### config.mk
export PLATFORM = sky130hd
export DESIGN_NAME = result_drain
export DESIGN_NICKNAME = d
export VERILOG_FILES = /design/src/rtl/result_drain.sv
export SDC_FILE = /design/constraint.sdc
export NUM_CORES = 1
export LEC_CHECK = 0
export CELL_PAD_IN_SITES_DETAIL_PLACEMENT = 1
export CELL_PAD_IN_SITES_GLOBAL_PLACEMENT = 1
export CORE_ASPECT_RATIO = 1.5
export CORE_MARGIN = 2
export CORE_UTILIZATION = 30
export DETAILED_ROUTE_END_ITERATION = 10
export GPL_ROUTABILITY_DRIVEN = 1
export GPL_TIMING_DRIVEN = 1
export PLACE_DENSITY_LB_ADDON = 0.1
export SYNTH_ARGS = -nofsm -noshare
export SYNTH_HDL_FRONTEND = slang
export SYNTH_SLANG_ARGS = --single-unit
### constraint.sdc
create_clock -name clk -period 6.94 [get_ports clk]
set_input_delay 2.082 -clock clk [delete_from_list [all_inputs] [get_ports clk]]
set_output_delay 2.082 -clock clk [all_outputs]
set_load 0.02 [all_outputs]
### src/rtl/result_drain.sv
// result_drain: drains the per-channel result memories onto a valid/ready byte stream.
// Define RESULT_DRAIN_HEADER_EN to prefix each drain with the low two bytes of the word count.
module result_drain #(
  parameter int DATA_W = 8,
  parameter int CH_NUM = 4,
  parameter int ADDR_W = 32
) (
  input  logic                     clk,
  input  logic                     rst,
  input  logic                     start,
  input  logic [ADDR_W-1:0]        wordCount,
  output logic                     memRdEn,
  output logic [ADDR_W-1:0]        memAddr,
  input  logic [CH_NUM*DATA_W-1:0] memDataIn,
  output logic [DATA_W-1:0]        outData,
  output logic                     outValid,
  input  logic                     outReady,
  output logic                     busy,
  output logic                     done
);
  localparam int CH_W = CH_NUM > 1 ? $clog2(CH_NUM) : 1;
`ifdef RESULT_DRAIN_HEADER_EN
  typedef enum logic [2:0] {IDLE, HDR, FETCH, CAPTURE, SEND, FIN} state_t;
`else
  typedef enum logic [2:0] {IDLE, FETCH, CAPTURE, SEND, FIN} state_t;
`endif
  state_t state, nxt;
  logic [ADDR_W-1:0] cnt, addr;
  logic [CH_W-1:0] ch;
  logic [CH_NUM*DATA_W-1:0] hold;
  logic xfer, last_ch, last_addr;
`ifdef RESULT_DRAIN_HEADER_EN
  logic hdr_idx;
`endif
  assign xfer = outValid && outReady;
  assign last_ch = ch == CH_W'(CH_NUM - 1);
  // cnt is nonzero whenever SEND is reached, so cnt-1 cannot underflow
  assign last_addr = addr == cnt - ADDR_W'(1);
  assign memRdEn = state == FETCH;
  assign memAddr = addr;
  assign busy = state != IDLE;
  assign done = state == FIN;
  always_comb begin
    outValid = 1'b0;
    outData = '0;
    if (state == SEND) begin
      outValid = 1'b1;
      outData = hold[ch*DATA_W +: DATA_W];
    end
`ifdef RESULT_DRAIN_HEADER_EN
    if (state == HDR) begin
      outValid = 1'b1;
      outData = DATA_W'(hdr_idx ? cnt[15:8] : cnt[7:0]);
    end
`endif
  end
  always_comb begin
    nxt = state;
    case (state)
`ifdef RESULT_DRAIN_HEADER_EN
      IDLE:    if (start) nxt = HDR;
      HDR:     if (xfer && hdr_idx) nxt = cnt == '0 ? FIN : FETCH;
`else
      IDLE:    if (start) nxt = wordCount == '0 ? FIN : FETCH;
`endif
      FETCH:   nxt = CAPTURE;
      CAPTURE: nxt = SEND;
      SEND:    if (xfer && last_ch) nxt = last_addr ? FIN : FETCH;
      FIN:     nxt = IDLE;
      default: nxt = IDLE;
    endcase
  end
  always_ff @(posedge clk) begin
    if (!rst) begin
      state <= IDLE;
      cnt <= '0;
      addr <= '0;
      ch <= '0;
      hold <= '0;
`ifdef RESULT_DRAIN_HEADER_EN
      hdr_idx <= 1'b0;
`endif
    end else begin
      state <= nxt;
      if (state == IDLE && start) begin
        cnt <= wordCount;
        addr <= '0;
`ifdef RESULT_DRAIN_HEADER_EN
        hdr_idx <= 1'b0;
`endif
      end
`ifdef RESULT_DRAIN_HEADER_EN
      if (state == HDR && xfer) hdr_idx <= 1'b1;
`endif
      if (state == CAPTURE) begin
        hold <= memDataIn;
        ch <= '0;
      end
      if (state == SEND && xfer) begin
        if (!last_ch) ch <= ch + CH_W'(1);
        else if (!last_addr) addr <= addr + ADDR_W'(1);
      end
    end
  end
endmodule
Word level (Yosys, flattened, before mapping)
Index checks and enable logic that the tools add are counted.
Widths: inputs -> output; s select.

word-level totals
  register bits after elaboration = 101
  bits of input ports = 68
  output and inout bits = 44
  logic and storage cells = 39

operators by class
  add/subtract/negate cells = 3
  equal/unequal tests = 8
  shift-type cells = 1
  muxes and demuxes = 14
  reductions and logical operators = 8

operators by type and width
  operator               count
  $mux 32                4
  $add 32x1->32 const B  1
  $eq 32x32->1           1
  $logic_not 32->1       1
  $shiftx 32x6->8        1
  $sub 32x1->32 const B  1
  $mux 3                 4
  $pmux 3 s4             1
  $mux 8                 1
  $eq 3x2->1 const B     2
  $mux 2                 3
  $logic_and 1x1->1      4
  $ne 2x2->1 const B     2
  $eq 3x1->1 const B     1
  $eq 3x3->1 const B     1
  $logic_not 3->1        1
  $reduce_bool 3->1      1
  $add 2x1->2 const B    1
  $eq 2x2->1 const B     1
  $reduce_and 2->1       1
  $mux 1                 1

Depth between registers and ports, before layout
  depth after elaboration = 6
  depth in mapped cells = 11
  gate-level depth less buffers = 10

Least setup slack after synthesis
Ideal clock, no wire load.

  path type = register to output
  from = register state[1]
  to = output port outData[0]
  arrival = 1.586 ns
  data required time = 4.858 ns
  setup slack = 3.272 ns
  stages on the path, launching flop included = 5
  buffers on the path = 2
  path through = dfxtp_1 -> clkbuf_1 -> nor3b_1 -> clkbuf_1 -> and2_1

on the way
  longest elaborated chain between the ends = 2

RTL lines
  element                 line  text
  from (decl)             27    state_t state, nxt;
  from (signal assigned)  84    state <= nxt;
  $eq 3x2->1              46    if (state == SEND) begin
  $mux 8                  46
  to (decl)               15    output logic [DATA_W-1:0] outData,

Every way passes these cells.

Worst setup path after layout
  from = register state[1]
  to = output port outData[1]

Same word-level chain as after synthesis.

==> results.yml <==
yosys:
  syn_inst: 752
  synth_area_per_cell_sq_um: 7.86
  syn-cell-area_sq_mm: 0.00591
  synth_flop_cell: "dfxtp_1"
  synthArstFlopShare_pct: 0
  synth_edf_count: 0
  ys_ff_latch: 101
  synth_cell_types: 66
  synth_seq_area_share_pct: 34.2
  synth_warnings: 0
  syn_nets: 823
setup_path:
  worstPathMaxFanout: 9
  cp-start-kind: "register"
  r2r_start: "cnt[4]"
  r2r_cells: 8
  cp-end-kind: "primary output"
  arrival_ns: 2.50
  criticalPathCategory: "reg -> out"
  required_ns: 4.86
  rrSetupSlack_ns: 2.79
  critPathCapture: "outData[1]"
  cp-startpoint: "state[1]"
  reg2reg_to: "memAddr[24]"
die:
  io_pins: 112
  die_x_microns: 119
  coreArea_sq_mm: 0.0192
  die_area_sq_mm: 0.0209
  start_util_pct: 30.7
  rows: 62
  die_y_microns: 176
global_routing:
  grt_pass1_wl_microns: 33000
  grt_max_degree: 69
  grt_antenna_before_repair: 0
  grt.overflow.total: 0
  grt_pass1_vias: 6248
  track_usage_pct: 20.0
clock_tree:
  ctsResizeCount: 0
  hold_buffers: 0
  cts_setup_buffers: 0
  clk_pin_slew_ns: 0.07
  clkSinkCount: 101
  root_buffer: "clkbuf_16"
  cts_max_path_buffers: 2
  clk_latency_ns: 0.36
  cts_buffers: 9
  cts-htree-levels: 3
  cts_tree: "done"
finish:
  drive_above_1_share_pct: 7.61
  final_cell_mix: "nand2_1, clkdlybuf4s50_1, dfxtp_1"
  utilization_pct: 39.0
  diodes: 0
  final_nets: 907
  final_common_cell: "nand2_1"
  syn2layout_area_growth_pct: 26.9
  stdcell_area_sq_mm: 0.00750
  fillers: 2367
worst_hold_path:
  hp-class: "reg -> reg"
timing:
  rsz0062_at_grt: "false"
  setup_tns_ns: 0
  max_freq_ghz: 0.218
  clock_skew_ns: 0.00788
  fin_crit_sh_pct: 66.0
  max_slew_margin_pct: 21.8
  setup_viol: 0
  worst_pin_slew_ns: 1.17
  final_hold_viol_count: 0
  min_period_ns: 4.58
  report.final.slew_viol_count: 0
route:
  ant_nets: 0
  wirelength_microns: 20900
  routedWlPerCell_microns: 19.0
  drc: 0
  vias_per_cell: 5.38
  drt_pass1_iterations: 4
  drt_iter0_markers: 218
  vias: 5899
placement:
  place_area_sq_mm: 0.00720
  dp_hpwl_microns: 16000
  globalplace.congestion: 0.847
  numPortBuffers: 111
power:
  powerDensity_mw_per_mm2: 194
  p_leak_uw: 0.00248
  ir_worst_vdd_uv: 105
  total_power_uw: 1460
status:
  status: "completed"
flow_run:
  maxCapViolations: 0
[through the flow]
stage                     std cells  hold WS (ns)  setup WS (ns)
after floorplan                 752         0.433           3.27
after global placement         1081         0.441           2.66
after detailed placement       1081         0.447           2.54
after CTS                      1097         0.458           2.33
after global routing           1097         0.473           2.19
final                          1097         0.455           2.36
[layout make-up]
type / instances / area, sq um / area share [%]
tap: 256 / 320 / 4.27
clock buffer: 10 / 229 / 3.05
clock inverter: 6 / 71.3 / 0.950
inverter: 31 / 116 / 1.55
timing repair buffer: 123 / 1200 / 16.0
sequential: 101 / 2020 / 26.9
multi-input combinational: 570 / 3540 / 47.2
[how the worst min path moves through the flow]
stage	startpoint	to	slack (ns)	depth (start not counted)
after detailed placement	hold[29]	hold[29]	0.45	2
after CTS	hold[29]	hold[29]	0.46	2
after global routing	hold[23]	hold[23]	0.47	2
after global placement	hold[21]	hold[21]	0.44	2
after floorplan	hold[16]	hold[16]	0.43	2
final	hold[29]	hold[29]	0.45	2
[cell usage after synthesis (3+ instances only)]
library cell	number	area [sq um]
nand2_1	154	578
dfxtp_1	101	2020
a21oi_1	73	365
clkbuf_1	40	150
nand3_1	36	180
inv_1	31	116
nand4_1	26	163
nor4_1	26	163
nor2_1	25	93.8
xnor2_1	25	219
nor3_1	23	115
xor2_1	19	166
and2_1	15	93.8
and3_1	15	93.8
o221ai_2	14	210
or3_1	11	68.8
or4_1	9	67.6
mux4_2	8	180
o21ai_0	7	35.0
and4_1	6	52.6
buf_6	5	56.3
nand2b_1	5	31.3
o211ai_1	5	37.5
o221ai_1	5	43.8
a2111oi_0	3	26.3
a31oi_1	3	18.8
ha_1	3	37.5
mux2i_1	3	30.0
nand3b_1	3	22.5
nor3b_1	3	22.5
o211ai_2	3	37.5
o2bb2ai_1	3	26.3
o311ai_1	3	26.3
[worst max-delay path, cell delays in order (launching register included)]
cell and delay [ns]:
dfxtp_1 0.47, nor3b_1 0.65, buf_4 0.28, and2_1 0.14
clkdlybuf4s50_1 0.60
[flip-flops by register name, indices dropped and copies added (netlist names)]
signal	count
cnt	32
state	3
memAddr	32
ch	2
hold	32
[power breakdown]
group | switching (uW) | internal (uW)
Combinational | 164 | 128
Sequential | 32.8 | 605
Clock | 245 | 284
[cells by family after synthesis]
logic type      after synthesis  share of synthesized area (%)
compound gates              148                           18.6
xor+xnor                     44                           6.52
fa+ha+maj                     3                          0.635
buf+inv                      81                           5.88
flops                       101                           34.2
mux                          11                           3.55
simple gates                364                           30.6
[layer usage]
layer,global-route usage [%],routed length (microns)
met5,0,0
met4,7.54,486
met3,3.10,662
met2,39.4,11700
met1,21.0,7970
(Power assumes the default switching activity.)
